<file path="config.mk">
export PLATFORM = sky130hd
export DESIGN_NAME = stage5_mt1_msg_builder
export DESIGN_NICKNAME = d
export VERILOG_FILES = /design/src/rtl/stage5_mt1_msg_builder.sv
export SDC_FILE = /design/constraint.sdc
export NUM_CORES = 1
export LEC_CHECK = 0
export CORE_AREA = 10 10 142 144
export DETAILED_ROUTE_END_ITERATION = 16
export DIE_AREA = 0 0 152 154
export GPL_ROUTABILITY_DRIVEN = 0
export HOLD_SLACK_MARGIN = 0.12
export PLACE_DENSITY = 0.69
export SETUP_SLACK_MARGIN = 0.3
export SYNTH_ARGS = -nofsm -noshare
export SYNTH_HDL_FRONTEND = slang
export SYNTH_SLANG_ARGS = --single-unit
</file>
<file path="constraint.sdc">
create_clock -name i_clk -period 4.55 [get_ports i_clk]
set_input_delay 0.455 -clock i_clk [delete_from_list [all_inputs] [get_ports i_clk]]
set_output_delay 0.455 -clock i_clk [all_outputs]
set_load 0.05 [all_outputs]
</file>
<file path="src/rtl/stage5_mt1_msg_builder.sv">
// MT1 message builder: packs {MT1, payload} into one word and streams it MSB byte first.
// Requests the far-end extractor would read as "no message" are dropped with a one-cycle pulse.
module stage5_mt1_msg_builder #(
    parameter int              MSG_BITS    = 128,
    parameter int              MT1_BITS    = 8,
    parameter logic [MT1_BITS-1:0] DEFAULT_MT1 = 8'hFF,
    parameter int              LEN_W       = 5
) (
    input  logic                         i_clk,
    input  logic                         i_rst,
    input  logic                         i_fld_valid,
    output logic                         o_fld_ready,
    input  logic [MT1_BITS-1:0]          i_fld_mt1,
    input  logic [MSG_BITS-MT1_BITS-1:0] i_fld_payload,
    input  logic [LEN_W-1:0]             i_fld_len,
    output logic                         o_tx_valid,
    input  logic                         i_tx_ready,
    output logic [7:0]                   o_tx_data,
    output logic                         o_tx_sof,
    output logic                         o_tx_eof,
    output logic                         o_drop_err,
    output logic [15:0]                  o_msg_cnt
);
    localparam logic [LEN_W-1:0] NBYTES = LEN_W'(MSG_BITS / 8);
    localparam logic [LEN_W-1:0] ONE    = LEN_W'(1);

    typedef enum logic {IDLE, SEND} state_t;

    state_t                r_state;
    state_t                w_state_nxt;
    logic [MSG_BITS-1:0]   r_sh;
    logic [LEN_W-1:0]      r_rem;
    logic                  r_first;
    logic                  r_drop;
    logic [15:0]           r_msg_cnt;
    logic                  w_legal;
    logic                  w_accept;
    logic                  w_reject;
    logic                  w_hs;
    logic                  w_last;

    assign w_legal = (i_fld_len >= ONE) && (i_fld_len <= NBYTES) && (i_fld_mt1 != DEFAULT_MT1);
    assign w_last  = (r_rem == ONE);

    always_ff @(posedge i_clk or posedge i_rst) begin
        if (i_rst) r_state <= IDLE;
        else       r_state <= w_state_nxt;
    end

    always_comb begin
        w_state_nxt = r_state;
        w_accept    = 1'b0;
        w_reject    = 1'b0;
        w_hs        = 1'b0;
        o_fld_ready = 1'b0;
        o_tx_valid  = 1'b0;
        o_tx_data   = 8'h00;
        o_tx_sof    = 1'b0;
        o_tx_eof    = 1'b0;
        case (r_state)
            IDLE: begin
                o_fld_ready = 1'b1;
                w_accept    = i_fld_valid && w_legal;
                w_reject    = i_fld_valid && !w_legal;
                if (w_accept) w_state_nxt = SEND;
            end
            SEND: begin
                // Data is gated to zero outside SEND so stale shifted bits never appear.
                o_tx_valid = 1'b1;
                o_tx_data  = r_sh[MSG_BITS-1 -: 8];
                o_tx_sof   = r_first;
                o_tx_eof   = w_last;
                w_hs       = i_tx_ready;
                if (w_hs && w_last) w_state_nxt = IDLE;
            end
            default: w_state_nxt = IDLE;
        endcase
    end

    always_ff @(posedge i_clk or posedge i_rst) begin
        if (i_rst) begin
            r_sh      <= '0;
            r_rem     <= '0;
            r_first   <= 1'b0;
            r_drop    <= 1'b0;
            r_msg_cnt <= 16'h0000;
        end else begin
            r_drop <= w_reject;
            if (w_accept) begin
                r_sh    <= {i_fld_mt1, i_fld_payload};
                r_rem   <= i_fld_len;
                r_first <= 1'b1;
            end else if (w_hs) begin
                r_sh    <= r_sh << 8;
                r_rem   <= r_rem - ONE;
                r_first <= 1'b0;
                if (w_last) r_msg_cnt <= r_msg_cnt + 16'd1;
            end
        end
    end

    assign o_drop_err = r_drop;
    assign o_msg_cnt  = r_msg_cnt;
endmodule

</file>
==> results.txt, run 1 <==
status -> completed
Synth Area per Inst -> 11.9 µm²
Die Ht -> 154 µm
max-cap viol count -> 0
Final setup viols -> 0
number of core rows -> 48
Critical Path Slowest Stage Cell -> a31oi_4
DR DRC count -> 0
# fillers -> 1486
sum of buffers and inverters on the critical path -> 2
clock root buffer -> clkbuf_16
Seq/Total Area, Yosys -> 0.557
pwr/cell area -> 581 nW/µm²
die area -> 23400 µm²
Die X -> 152 µm
CP delay by family, top -> buffers and inverters
synthesized instance count -> 573
post-route ant nets -> 0
CTS clk-pin slew, worst paths -> 60 ps
Initial Utilization -> 0.398
Critical Path, Cell by Cell -> clkdlybuf4s50_1 -> nand4_1 -> or2_2 -> a31oi_4 -> buf_4 -> a221o_1
Mapped Area -> 6830 µm²
Finished Cell Area -> 9190 µm²
nature of the critical path endpoint -> register
Post-Syn Nets -> 713
cts bufs inserted -> 17
Synth area leader -> dfrtp_1
CTS sink cnt -> 152
maximum root-to-sink buffer count -> 2
Area growth syn-to-layout -> 34.6%
DP HPWL -> 13.4 mm
CTS tree -> yes
Lkg Pwr -> 4.40 nW
vias -> 5595
Worst path max stage delay -> 990 ps
hold buffers post-CTS -> 0
Hold Vio Cnt, Final -> 0
first-pass GRT wire length -> 32.2 mm
layout cells sized above 1 -> 0.0685
R2R cell count -> 4
Power Total -> 5.35 mW
Routed WL -> 20.0 mm
Synth async-reset ratio -> 1.00
Place WS -> 860 ps
synth warn -> 0
DP Area -> 8570 µm²
post-route clock period utilization -> 0.731
Crit. path cell count -> 6
Post-Route Skew -> 5.51 ps
ranking of synthesized cells by area -> dfrtp_1, a221o_1, and3_1
Starting DRT DRC Count -> 528
crit path kind -> input pin to register
H-Tree Depth -> 4
setup ws final -> 1220 ps
vias in the first global route -> 5808
Post-Route Setup TNS -> 0 ps
FMAX -> 0.301 GHz
post-CTS setup buffer count -> 0
CP Launch Type -> input pin
detailed-router iteration count before antenna repair -> 5
Slew @ Worst Pin -> 1180 ps
Slew Limit Fails -> 0
Arr. time, crit path -> 3670 ps
# resized after CTS -> 0
Clk Latency, worst-skew pair -> 420 ps
Nets -> 843
Seq cells post-synth -> 152
Synth top area share -> 0.557
Distinct cells, synth -> 32
initial antenna violation count -> 1
Hold Path Depth -> 1
VDD IR max -> 0.440 mV
GRT Resource Usage Total -> 0.167
HP Class -> register to register
RSZ-0062 raised after global routing -> no
core area -> 17200 µm²
ys flop type -> dfrtp_1
slew margin rel. -> 0.215
Vias per Instance -> 5.95
largest net degree at the start of global routing -> 122
io pins -> 166
Max FO, Critical Path -> 77
EDFF count, synth -> 0
data required time at the worst endpoint -> 4900 ps
wire per inst -> 21.3 µm
IO buf count -> 165
post-layout min period -> 3330 ps
remaining global-route overflow -> 0
flip-flops by register name, summed over array words and instances (netlist names):
register / cells
r_rem: 5
o_msg_cnt: 16
r_state: 1
r_sh: 128
r_first: 1
o_drop_err: 1
power by group:
| part | switching (mW) | internal [mW] | total (mW) |
|---|---|---|---|
| logic | 0.862 | 0.819 | 1.68 |
| registers | 0.352 | 1.83 | 2.19 |
| clock network | 0.550 | 0.930 | 1.48 |
metrics by stage:
stage / utilization / std cells / hold WS, ps
2_1_floorplan: - / 573 / 442
3_3_place_gp: 0.499 / 909 / 455
3_5_place_dp: 0.499 / 909 / 468
4_1_cts: 0.535 / 940 / 479
5_1_grt: 0.535 / 940 / 499
6_report: 0.535 / 941 / 476
final cells by class:
cell class	instances	area [µm²]	share of cell area
Sequential cell	152	3810	0.414
Tap cell	225	282	0.0306
Inverter	4	18.8	0.00204
Clock inverter	11	171	0.0186
Antenna cell	1	2.50	0.000272
Clock buffer	20	447	0.0486
Timing Repair Buffer	173	1730	0.188
Multi-Input combinational cell	355	2730	0.297
Yosys cell counts (3+ instances only):
master	count
and2_1	13
and3_1	122
xnor2_1	14
dfrtp_1	152
buf_2	11
ha_1	3
inv_1	4
nor2_1	3
and4_1	3
o21ai_0	10
xor2_1	3
buf_6	7
nand3_1	8
nand4_1	12
clkbuf_1	44
a221o_1	121
a31oi_1	3
nand2_1	21
layout by cell type, fill, tap and decap left out, types with 3 or more instances in the layout:
master	n
a221o_1	121
and2_1	13
and3_1	121
and4_1	3
buf_4	6
bufinv_16	4
clkbuf_16	17
clkdlybuf4s50_1	164
clkinvlp_4	6
dfrtp_1	151
ha_1	3
inv_1	3
nand2_1	21
nand3_1	8
nand4_1	12
nor2_1	3
o21ai_0	10
xnor2_1	14
xor2_1	3
path summary, 6_finish.rpt:
path	from	end	slack, ps
max in group asynchronous	i_rst	r_state	2890
min in group asynchronous	i_rst	r_sh[98]	570
max reg2reg	r_state	r_sh[111]	1350
min	o_msg_cnt[15]	o_msg_cnt[15]	480
min reg2reg	o_msg_cnt[15]	o_msg_cnt[15]	480
max	i_fld_mt1[1]	r_sh[111]	1220
cells by family after synthesis:
| group | synth area share |
|---|---|
| AND/OR/NAND/NOR | 0.173 |
| flip-flops | 0.557 |
| AO/OA/AOI/OAI | 0.194 |
| buffers and inverters | 0.0460 |
| XOR/XNOR | 0.0218 |
| adder cells (fa/ha/maj) | 0.00550 |
| multiplexers | 0.00330 |
layer usage:
metal	vias up	part of all wire	wire length [µm]	global-route usage
met3	29	0.061	1230	0.0435
met5	-	0	0	0
met2	244	0.47	9460	0.259
met4	0	0.018	354	0.0514
li1	2508	-	-	-
met1	2814	0.45	8980	0.223
Power figures use the tool's default switching activity.
==> run 2: changes to the inputs <==
PLACE_DENSITY = 0.66   (was 0.69)
clock period = 3.3 ns   (was 4.55 ns; I/O delays follow)
==> results.txt, run 2 (synthesis results as in run 1) <==
HP Class -> input pin to async pin
first-pass GRT wire length -> 33.3 mm (+3.6%)
CTS sink cnt -> 152 (unchanged)
maximum root-to-sink buffer count -> 2 (unchanged)
Area growth syn-to-layout -> 34.7% (about the same)
clock root buffer -> clkbuf_16
pwr/cell area -> 784 nW/µm² (+35%)
placed cells -> 914 (+0.55%)
Routed WL -> 20.3 mm (+1.5%)
Post-Route Skew -> 7.73 ps (+2.22 ps)
Final setup viols -> 0 (unchanged)
Arr. time, crit path -> 2410 ps (-1260 ps)
post-route clock period utilization -> 0.830
slew margin rel. -> 0.465 (+0.250)
multi-input logic area -> 2730 µm² (unchanged)
Reg2Reg Setup Slack -> 900 ps (-450 ps)
FMAX -> 0.365 GHz
r2r startpoint -> r_state
H-Tree Depth -> 4 (unchanged)
IO buf count -> 165 (unchanged)
Finished Layout Cells -> 946 (+0.53%)
Lkg Pwr -> 4.42 nW (+0.50%)
Slew Limit Fails -> 0 (unchanged)
DP HPWL -> 13.7 mm (+1.8%)
nature of the critical path endpoint -> output port
io pins -> 166 (unchanged)
Slew @ Worst Pin -> 801 ps (-376 ps)
CTS tree -> yes
layout cells sized above 1 -> 0.0763 (+0.00775)
vias in the first global route -> 5907 (+1.7%)
cts bufs inserted -> 17 (unchanged)
RSZ-0062 raised after global routing -> no
Max FO, Critical Path -> 4 (-95%)
R2R cell count -> 4 (unchanged)
Nets -> 848 (+0.59%)
Die X -> 152 µm (unchanged)
Biggest register -> r_sh
remaining global-route overflow -> 0 (unchanged)
status -> completed
detailed-router iteration count before antenna repair -> 5 (unchanged)
post-layout min period -> 2740 ps
# fillers -> 1510 (+1.6%)
Worst path max stage delay -> 700 ps (-290 ps)
initial antenna violation count -> 0 (-1)
data required time at the worst endpoint -> 2970 ps (-1930 ps)
FF-to-FF End -> r_sh[97]
commonest cells after routing, fill and taps aside -> clkdlybuf4s50_1, dfrtp_1, and3_1, a221o_1, nand2_1
n_diodes -> 0 (-1)
max reg flops -> 128 (unchanged)
CP Launch Type -> register
Clk Latency, worst-skew pair -> 430 ps (about the same)
commonest non-fill, non-tap cell in the layout -> clkdlybuf4s50_1
hold buffers post-CTS -> 0 (unchanged)
max-cap viol count -> 0 (unchanged)
core area -> 17200 µm² (unchanged)
Vias per Instance -> 5.87 (-1.3%)
Post-Route Setup TNS -> 0 ps (unchanged)
wire per inst -> 21.5 µm (+0.96%)
Worst Setup SP -> r_rem[1]
Critical Path, Cell by Cell -> inv_1 -> ha_1 -> or4b_2 -> nor2_1 -> dlygate4sd2_1
Hold Vio Cnt, Final -> 0 (unchanged)
VDD IR max -> 0.848 mV (+93%)
number of core rows -> 48 (unchanged)
Initial Utilization -> 0.398 (unchanged)
crit path kind -> register to output port
largest net degree at the start of global routing -> 88 (-28%)
Critical Path Slowest Stage Cell -> or4b_2
die area -> 23400 µm² (unchanged)
post-route ant nets -> 0 (unchanged)
GRT Resource Usage Total -> 0.173 (+0.00572)
Finished Core Util -> 0.536 (about the same)
Reg area -> 3810 µm² (unchanged)
CTS clk-pin slew, worst paths -> 60 ps (about the same)
DR DRC count -> 0 (unchanged)
Starting DRT DRC Count -> 481 (-8.9%)
Die Ht -> 154 µm (unchanged)
vias -> 5552 (-0.77%)
[run 2: changes by cell type in the layout (fill, tap and decap cells not counted), sizes merged, moves of 2 or more]
cell,before,now
bufinv,4,1
clkinv,1,3
clkbuf,20,22
buf,9,14
[run 2: worst max-delay path: cells and delay by family (launching register included)]
kind	cells	cell delay [ps]
DFF	1	390
adders and majority gates	1	140
buffers and inverters	2	630
and+or+nand+nor	2	820
[run 2: per-stage QoR]
step	hold WS (ps)	setup WS [ps]	instance area [µm²]	total power, mW
after floorplan	442	422	6840	4.57
after global placement	461	720	8640	5.28
after detailed placement	470	699	8640	5.36
after CTS	425	540	9200	7.26
after global routing	440	440	9200	7.63
final	397	561	9200	7.22
[run 2: per-layer routing]
metal / track usage / wire length, µm / up-vias
met5: 0 / 0 / -
met4: 0.0619 / 357 / 0
met3: 0.0410 / 1140 / 25
met2: 0.266 / 9540 / 195
met1: 0.231 / 9290 / 2814
li1: - / - / 2518
[run 2: cell type report]
cell class / instances / share of cell area
Sequential cell: 152 / 0.414
Tap cell: 225 / 0.0306
Clock inverter: 10 / 0.0101
Multi-Input combinational cell: 355 / 0.297
Timing Repair Buffer: 178 / 0.195
Clock buffer: 22 / 0.0515
Inverter: 4 / 0.00204
[run 2: power breakdown]
group | switching, mW | internal [mW]
clock network | 0.775 | 1.10
logic | 1.17 | 1.15
registers | 0.493 | 2.53
[run 2: worst max path at each step]
stage               end  slack (ps)  depth (start not counted)
5_1_grt        o_tx_eof         440                          5
2_1_floorplan  o_tx_eof         420                          6
3_5_place_dp   r_sh[75]         700                          6
6_report       o_tx_eof         560                          5
3_3_place_gp   r_sh[87]         720                          6
4_1_cts        o_tx_eof         540                          5
[run 2: repair_timing]
action                                 4_1_cts  5_1_grt
endpoints found under the hold margin        0        0
setup endpoints to repair                    1        0
buffers inserted                             0        0
resized for setup                            1        0
==> run 3: changes to the inputs <==
PLACE_DENSITY = 0.69   (was 0.66)
clock period = 2.22 ns   (was 3.3 ns; I/O delays follow)
==> results.txt, run 3 (synthesis results as in run 1) <==
post-route clock period utilization -> 0.924
FMAX -> 0.487 GHz
GRT Resource Usage Total -> 0.171 (-0.00120)
core area -> 17200 µm² (unchanged)
CTS clk-pin slew, worst paths -> 60 ps (about the same)
Die X -> 152 µm (unchanged)
Clk Latency, worst-skew pair -> 420 ps (about the same)
initial antenna violation count -> 3 (+3)
slew margin rel. -> 0.583 (+0.118)
nature of the critical path endpoint -> output port
vias -> 5644 (+1.7%)
post-route ant nets -> 0 (unchanged)
CTS sink cnt -> 152 (unchanged)
VDD IR max -> 0.564 mV (-33%)
Reg area -> 3800 µm² (about the same)
first-pass GRT wire length -> 33.1 mm (-0.87%)
multi-input logic area -> 2820 µm² (+3.1%)
number of core rows -> 48 (unchanged)
worst hold slack -> 237 ps (-160 ps)
IO buf count -> 165 (unchanged)
commonest cells after routing, fill and taps aside -> dfrtp_1, clkdlybuf4s50_1, and3_1, a221o_1, buf_12
status -> completed
placed cells -> 922 (+0.88%)
Nets -> 865 (+2.0%)
cts bufs inserted -> 17 (unchanged)
H-Tree Depth -> 4 (unchanged)
largest net degree at the start of global routing -> 78 (-11%)
clock root buffer -> clkbuf_16
CTS tree -> yes
io pins -> 166 (unchanged)
Vias per Instance -> 5.85 (-0.34%)
Finished Cell Area -> 9640 µm² (+4.7%)
remaining global-route overflow -> 0 (unchanged)
Slew Limit Fails -> 0 (unchanged)
# fillers -> 1417 (-6.2%)
Max FO, Critical Path -> 2 (-2)
Biggest register -> r_sh
Area growth syn-to-layout -> 41.1%
die area -> 23400 µm² (unchanged)
Routed WL -> 20.5 mm (+0.97%)
hold buffers post-CTS -> 0 (unchanged)
maximum root-to-sink buffer count -> 2 (unchanged)
max-cap viol count -> 0 (unchanged)
crit path kind -> register to output port
detailed-router iteration count before antenna repair -> 5 (unchanged)
Lkg Pwr -> 4.74 nW (+7.3%)
Worst Setup SP -> r_rem[1]
DP HPWL -> 13.9 mm (+1.5%)
HP Class -> input pin to async pin
Starting DRT DRC Count -> 457 (-5.0%)
max reg flops -> 128 (unchanged)
Die Ht -> 154 µm (unchanged)
vias in the first global route -> 5881 (-0.44%)
post-layout min period -> 2050 ps
Hold Vio Cnt, Final -> 0 (unchanged)
r2r startpoint -> r_rem[1]
Arr. time, crit path -> 1830 ps (-580 ps)
Post-Route Skew -> 5.89 ps (-1.84 ps)
Finished Core Util -> 0.561 (+0.0254)
data required time at the worst endpoint -> 2000 ps (-970 ps)
CP Launch Type -> register
commonest non-fill, non-tap cell in the layout -> dfrtp_1
wire per inst -> 21.3 µm (-1.0%)
DP Area -> 8880 µm² (+2.8%)
DR DRC count -> 0 (unchanged)
pwr/cell area -> 1160 nW/µm² (+47%)
Initial Utilization -> 0.398 (unchanged)
Final setup viols -> 0 (unchanged)
layout cells sized above 1 -> 0.134 (+0.0579)
Slew @ Worst Pin -> 626 ps (-175 ps)
Finished Layout Cells -> 965 (+2.0%)
RSZ-0062 raised after global routing -> yes
[run 3: cell types whose count changed in the layout (fill, tap and decap cells not counted), sizes merged]
cell | previous run | this run
buf | 14 | 43
clkdlybuf4s50 | 163 | 144
dlymetal6s2s | 0 | 5
clkbuf | 22 | 19
clkinv | 3 | 6
diode | 0 | 2
dlygate4sd2 | 1 | 3
[run 3: final timing paths]
path                                      end  slack (ps)  depth (start not counted)
worst min-delay path                r_sh[104]         240                          2
worst min register to register  o_msg_cnt[15]         480                          1
max in group asynchronous           r_sh[124]        1380                          3
min in group i_clk                    r_sh[6]         390                          3
worst max-delay path                 o_tx_eof         170                          5
worst max register to register   o_msg_cnt[6]         200                          7
[run 3: cell type report]
| class | instances | share of cell area |
|---|---|---|
| clock buffers | 19 | 0.0460 |
| clock inverters | 13 | 0.0127 |
| diodes | 2 | 0.000519 |
| inverters | 4 | 0.00234 |
| multi-input cells | 355 | 0.292 |
| repair buffers | 195 | 0.222 |
| flip-flops and latches | 152 | 0.395 |
| well taps | 225 | 0.0292 |
[run 3: metrics by stage]
stage,TNS [ps],setup WS [ps],total power [mW]
finish,0,168,11.1
global route,0,112,11.8
CTS,0,181,11.1
detailed placement,0,4.81,8.27
global placement,0,27.0,8.13
floorplan,-83.8,-83.8,6.89
[run 3: report_power, final]
| part | internal [mW] | total [mW] | leakage [nW] | switching [mW] |
|---|---|---|---|---|
| logic | 2.05 | 4.03 | 2.45 | 1.98 |
| registers | 3.76 | 4.36 | 2.02 | 0.607 |
| clock network | 1.58 | 2.74 | 0.272 | 1.16 |
| total | 7.39 | 11.1 | 4.74 | 3.74 |
[run 3: layer usage]
metal | track usage | vias up | wire, µm
li1 | - | 2550 | -
met1 | 0.220 | 2832 | 8830
met2 | 0.272 | 240 | 9870
met3 | 0.0483 | 22 | 1480
met4 | 0.0569 | 0 | 343
met5 | 0 | - | 0
[run 3: critical path: stages (launching register included)]
cell     delay [ps]
dfrtp_1         400
inv_2           100
ha_4            130
or4b_4          500
nor2_4          140
buf_12          150
[run 3: timing repair]
item                                    CTS  global route
endpoints found under the setup margin   19            23
gates cloned                              0             0
setup buffers                             6             3
pin swaps                                 6             4
resized for setup                         8            22
==> variant 1, RTL diff (flow settings as in run 1) <==
Make the reset (`i_rst`) synchronous in 2 clocked blocks.
--- a/src/rtl/stage5_mt1_msg_builder.sv
+++ b/src/rtl/stage5_mt1_msg_builder.sv
@@ -42,7 +42,7 @@
     assign w_legal = (i_fld_len >= ONE) && (i_fld_len <= NBYTES) && (i_fld_mt1 != DEFAULT_MT1);
     assign w_last  = (r_rem == ONE);
 
-    always_ff @(posedge i_clk or posedge i_rst) begin
+    always_ff @(posedge i_clk) begin
         if (i_rst) r_state <= IDLE;
         else       r_state <= w_state_nxt;
     end
@@ -77,7 +77,7 @@
         endcase
     end
 
-    always_ff @(posedge i_clk or posedge i_rst) begin
+    always_ff @(posedge i_clk) begin
         if (i_rst) begin
             r_sh      <= '0;
             r_rem     <= '0;
Function: differs if i_rst is asserted again (counterexample within 4 cycles, from zero or initial values and one cycle with i_rst high); with i_rst held inactive, the same outputs for 10 cycles.
==> variant 1 against run 1 <==
  * Global-route usage grew 1.4 points
  * Count of clock-buffer cells in the layout grew 1
  * Routed wire length grew 10%
  * Clock skew grew 0.0055 ns
  * Final area grew 0.37%
  * Cell count grew 29%
  * Synthesized area grew 0.53%
  * Worst setup slack gained 0.41 ns
  * Critical path type is now register to primary output
  * Sequential cell count is the same
  * Highest routed layer unchanged
  * Core utilization grew 0.20 points
Power is not compared: it rests on default switching activity, and its combinational part moved more than twofold at a synthesized area within 25%.
==> variant 1: results (changes against run 1) <==
top layer in use: met4
Syn Inst Count: 870 (+52%)
worst r2r src: r_state
Max stage delay on crit path: 0.82 ns (-0.17 ns)
root buf cell: clkbuf_16
Vias: 6,809 (+22%)
YS warnings: 0 (unchanged)
Psw: 890 µW
hold path cells: 2 (+1)
Critical Path AT: 2.46 ns (-1.21 ns)
FFs w/ async S/R, synth: 0% (-100 points)
count of cell types in the netlist: 36 (+13%)
Worst path slowest cell: clkdlybuf4s50_1
clock slew at reported path FFs: 0.06 ns (about the same)
hold_ws: 0.454 ns (-0.0226 ns)
Diodes inserted: 0 (-1)
Synth Net Count: 1,010 (+42%)
CP endpoint: o_tx_eof
global-route wire length before repair: 35,700 µm (+11%)
Post-Route WL: 22,100 µm (+10%)
max reg flops: 128 (unchanged)
worst hold path type: register to register
post-CTS resize count: 0 (unchanged)
R2R depth: 4 (unchanged)
postcts setup bufs: 0 (unchanged)
peak supply drop: 299 µV
initial antenna violation count: 0 (-1)
Worst Max-Slew Pin Slew: 0.854 ns (-0.323 ns)
Worst Clk Skew: 0.0110 ns (+0.00553 ns)
fraction of layout cells with a size suffix above 1: 5.36% (-1.5 points)
top post-synthesis cells by count: 252 x nand2_1, 152 x dfxtp_1, 122 x nor3_1
Post-Place Cells: 1,181 (+30%)
CTS Buf Count: 17 (unchanged)
Layout Nets: 1,115 (+32%)
met1 WL: 10,900 µm (+22%)
leakage power: 2.90 nW
count of buffers from port buffering: 165 (unchanged)
status: complete, no violations
routed wl met3: 1180 µm (-3.4%)
post-synthesis sequential area ratio: 44.3% (-11 points)
worst reg2reg endpoint: o_msg_cnt[15]
pin count of the biggest net entering global routing: 95 (-22%)
met2 WL: 9850 µm (+4.1%)
largest cells by area after synthesis: dfxtp_1 44%, a311oi_1 15%, nand2_1 14%, nor3_1 8.9%, clkbuf_1 4.2%
clk_lat worst skew: 0.42 ns (about the same)
GRT Total Usage: 18.1% (+1.4 points)
final max-slew violation count: 0 (unchanged)
WL per Instance: 18.2 µm (-14%)
DP HPWL: 14,500 µm (+7.9%)
Cell Area, Placed: 0.00862 mm² (+0.55%)
largest fanout on the critical path: 4 (-95%)
Critical Path Start: r_rem[0]
initial drt markers: 600 (+14%)
r2r setup slk: 1.72 ns (+0.37 ns)
vias in the first global route: 6,559 (+13%)
[variant 1: cell types whose count changed after synthesis, sizes merged, moves of 120 or more]
cell / delta
dfxtp: +152
nand2: +231
a311oi: +120
nor3: +120
a221o: -121
and3: -121
dfrtp: -152
[variant 1: how the worst min path moves through the flow]
stage                       start       to
final                     r_first  r_first
after floorplan           r_first  r_first
after detailed placement  r_first  r_first
after global placement    r_first  r_first
after global routing      r_first  r_first
after CTS                 r_first  r_first
[variant 1: metrics by stage]
step           setup WS [ns]  util [%]
2_1_floorplan           2.16         -
3_3_place_gp            1.43      50.2
3_5_place_dp            1.37      50.2
4_1_cts                 1.62      53.7
5_1_grt                 1.49      53.7
6_report                1.64      53.7
[variant 1: power groups by stage]
stage / combinational (mW) / clock [mW] / sequential (mW)
2_1_floorplan: 0.275 / 0 / 1.50
3_3_place_gp: 0.476 / 0 / 1.52
3_5_place_dp: 0.482 / 0 / 1.52
4_1_cts: 0.485 / 1.47 / 1.49
5_1_grt: 0.530 / 1.54 / 1.50
6_report: 0.485 / 1.46 / 1.49
[variant 1: critical path: cells and delay by family, from the launching register on]
family	cells	cell delay, ns
buffers and inverters	1	0.82
and+or+nand+nor	2	0.62
DFF	1	0.40
adders and majority gates	1	0.19
[variant 1: cells by family after synthesis]
logic type | after synthesis | share of synthesized area [%]
AOI/OAI and AO/OA | 171 | 20.0
xor gates and xnor gates | 10 | 1.28
adders and majority gates | 3 | 0.547
buffers and inverters | 97 | 5.47
DFF | 152 | 44.3
and+or+nand+nor | 437 | 28.4
[variant 1: routing by layer]
metal	vias to the layer above	GRT usage, %
li1	3382	-
met1	3194	25.6
met2	217	26.8
met3	16	4.46
met4	0	4.17
met5	-	0
[variant 1: layout make-up]
| class | instances | area (µm²) |
|---|---|---|
| clock buffer | 21 | 460 |
| clock inverter | 11 | 146 |
| fill | 1623 | 7950 |
| inverter | 6 | 22.5 |
| multi-input combinational | 621 | 3500 |
| sequential | 152 | 3040 |
| tap | 225 | 282 |
| timing repair buffer | 177 | 1780 |
==> variant 2, RTL diff (settings of run 1) <==
Without the edit above. Set the parameter `LEN_W` to 6 (it was 5).
--- a/src/rtl/stage5_mt1_msg_builder.sv
+++ b/src/rtl/stage5_mt1_msg_builder.sv
@@ -4,7 +4,7 @@
     parameter int              MSG_BITS    = 128,
     parameter int              MT1_BITS    = 8,
     parameter logic [MT1_BITS-1:0] DEFAULT_MT1 = 8'hFF,
-    parameter int              LEN_W       = 5
+    parameter int              LEN_W       = 6
 ) (
     input  logic                         i_clk,
     input  logic                         i_rst,
Ports: changed (resized i_fld_len); port bits go from 166 to 167. No check against the original RTL was run, so the function may have changed too.
==> variant 2 against run 1 <==
  * Via count is 0.27% lower
  * Total power is 7.3% lower
  * Routed wire length is 0.80% higher
  * Highest routed layer unchanged
  * Synthesized cell count is 0.52% higher
  * Sequential power is 3% lower
  * Worst setup slack worse by 0.0024 ns
  * Largest power group unchanged
  * Cell count is 0.85% higher
  * Sequential cell count is 1 higher
  * Die area stayed put
  * Core utilization is 0.31 points higher
  * Final area is 0.57% higher
  * Count of clock-buffer cells in the layout stayed put
  * Synthesized area is 0.90% higher
==> variant 2: results (changes against run 1) <==
status: complete, no violations
Diodes inserted: 0 (-1)
pin count of the biggest net entering global routing: 154 (+26%)
critical path type: register to primary output
top post-synthesis cells by count: 153 x dfrtp_1, 122 x and3_1, 121 x a221o_1
Via-to-Cell Ratio: 5.88 (-1.1%)
relative slew slack: 39.5% (+18 points)
peak supply drop: 262 µV (-40%)
met2 WL: 9720 µm (+2.7%)
largest cells by area after synthesis: dfrtp_1 56%, a221o_1 18%, and3_1 11%, clkbuf_1 2.0%, xnor2_1 1.9%
DP HPWL: 13,500 µm (+0.36%)
drt first pass iters: 5 (unchanged)
Critical Path AT: 2.88 ns (-0.79 ns)
register with the most flip-flops: r_sh
Post-Route WL: 20,200 µm (+0.80%)
met1 WL: 9070 µm (+0.97%)
number of fill cells in the layout: 1,470 (-1.1%)
worst r2r src: r_state
initial antenna violation count: 0 (-1)
count of buffers from port buffering: 166 (+0.61%)
clk_lat worst skew: 0.42 ns (about the same)
Post-synth EDFFs: 0 (unchanged)
largest fanout on the critical path: 73 (-5.2%)
clock slew at reported path FFs: 0.06 ns (about the same)
Synth Net Count: 717 (+0.56%)
initial drt markers: 560 (+6.1%)
Post-Place Cells: 917 (+0.88%)
fraction of layout cells with a size suffix above 1: 7.04% (+0.19 points)
Clock Tree Buf Depth: 2 (unchanged)
post-CTS resize count: 0 (unchanged)
leakage power: 4.47 nW (+1.6%)
post-synthesis sequential area ratio: 55.5% (-0.13 points)
postcts setup bufs: 0 (unchanged)
top layer in use: met4
Setup WS pre-CTS: 1.44 ns (+0.575 ns)
count of cell types in the netlist: 33 (+3.1%)
CTS Buf Count: 17 (unchanged)
Avg Inst Size Synth: 12.0 µm² (+0.37%)
max reg flops: 128 (unchanged)
R2R depth: 5 (+1)
global-route wire length before repair: 32,600 µm (+1.2%)
YS warnings: 0 (unchanged)
GRT Total Usage: 16.8% (+0.15 points)
Worst Clk Skew: 0.00723 ns (+0.00173 ns)
hold path cells: 1 (unchanged)
vias in the first global route: 5,815 (+0.12%)
Layout Nets: 852 (+1.1%)
routed wl met3: 1210 µm (-1.4%)
Cell Area, Placed: 0.00863 mm² (+0.61%)
non-filler instance count after layout: 949 (+0.85%)
FFs w/ async S/R, synth: 100% (unchanged)
H-tree depth: 4 (unchanged)
hold path start: o_msg_cnt[15]
root buf cell: clkbuf_16
worst hold path type: register to register
variant 2: changes by cell type after synthesis, moves of 3 or more:
cell and change:
and4_1 +5, clkbuf_1 -8, a31oi_1 -3, a21oi_1 +4, nand3_1 +4, nand4_1 -8
buf_2 +3
variant 2: power by group:
group	switching [mW]	internal (mW)
sequential	0.316	1.81
combinational	0.648	0.690
clock	0.556	0.930
variant 2: final timing paths:
check | endpoint | slack (ns)
worst max-delay path | o_tx_data[6] | 1.22
worst min-delay path | o_msg_cnt[15] | 0.47
max in group asynchronous | r_state | 3.26
worst min register to register | o_msg_cnt[15] | 0.47
min in group asynchronous | r_sh[106] | 0.63
worst max register to register | r_sh[6] | 1.86
variant 2: kinds of logic (layout without fill, tap and decap cells):
family          Yosys count  in the layout  synth area share [%]
simple gates            193            193                  16.9
flops                   153            153                  55.5
fa+ha+maj                 3              3                 0.545
mux                       3              3                 0.490
compound gates          139            139                  19.2
xor+xnor                 19             19                  2.41
buf+inv                  66            214                  4.88
variant 2: through the flow:
stage	hold WS [ns]	util (%)
global route	0.482	53.8
global placement	0.463	50.2
CTS	0.474	53.8
detailed placement	0.462	50.2
finish	0.469	53.8
floorplan	0.439	-
variant 2: critical path: stages, from the launching register on:
cell and delay [ns]:
dfrtp_4 0.78, buf_4 0.56, and2_1 0.23, clkdlybuf4s50_1 0.83
variant 2: layout make-up:
cell class                      instances  share of cell area, %
Multi-Input combinational cell        357                   29.6
Timing Repair Buffer                  176                   18.9
Clock inverter                         12                   1.88
Clock buffer                           20                   4.83
Sequential cell                       153                   41.4
Inverter                                6                  0.284
Tap cell                              225                   3.04
variant 2: per-layer routing:
metal  vias up  track usage, %
met2       210            26.5
li1       2531               -
met4         0            4.26
met1      2825            22.7
met5         -               0
met3        14            4.30
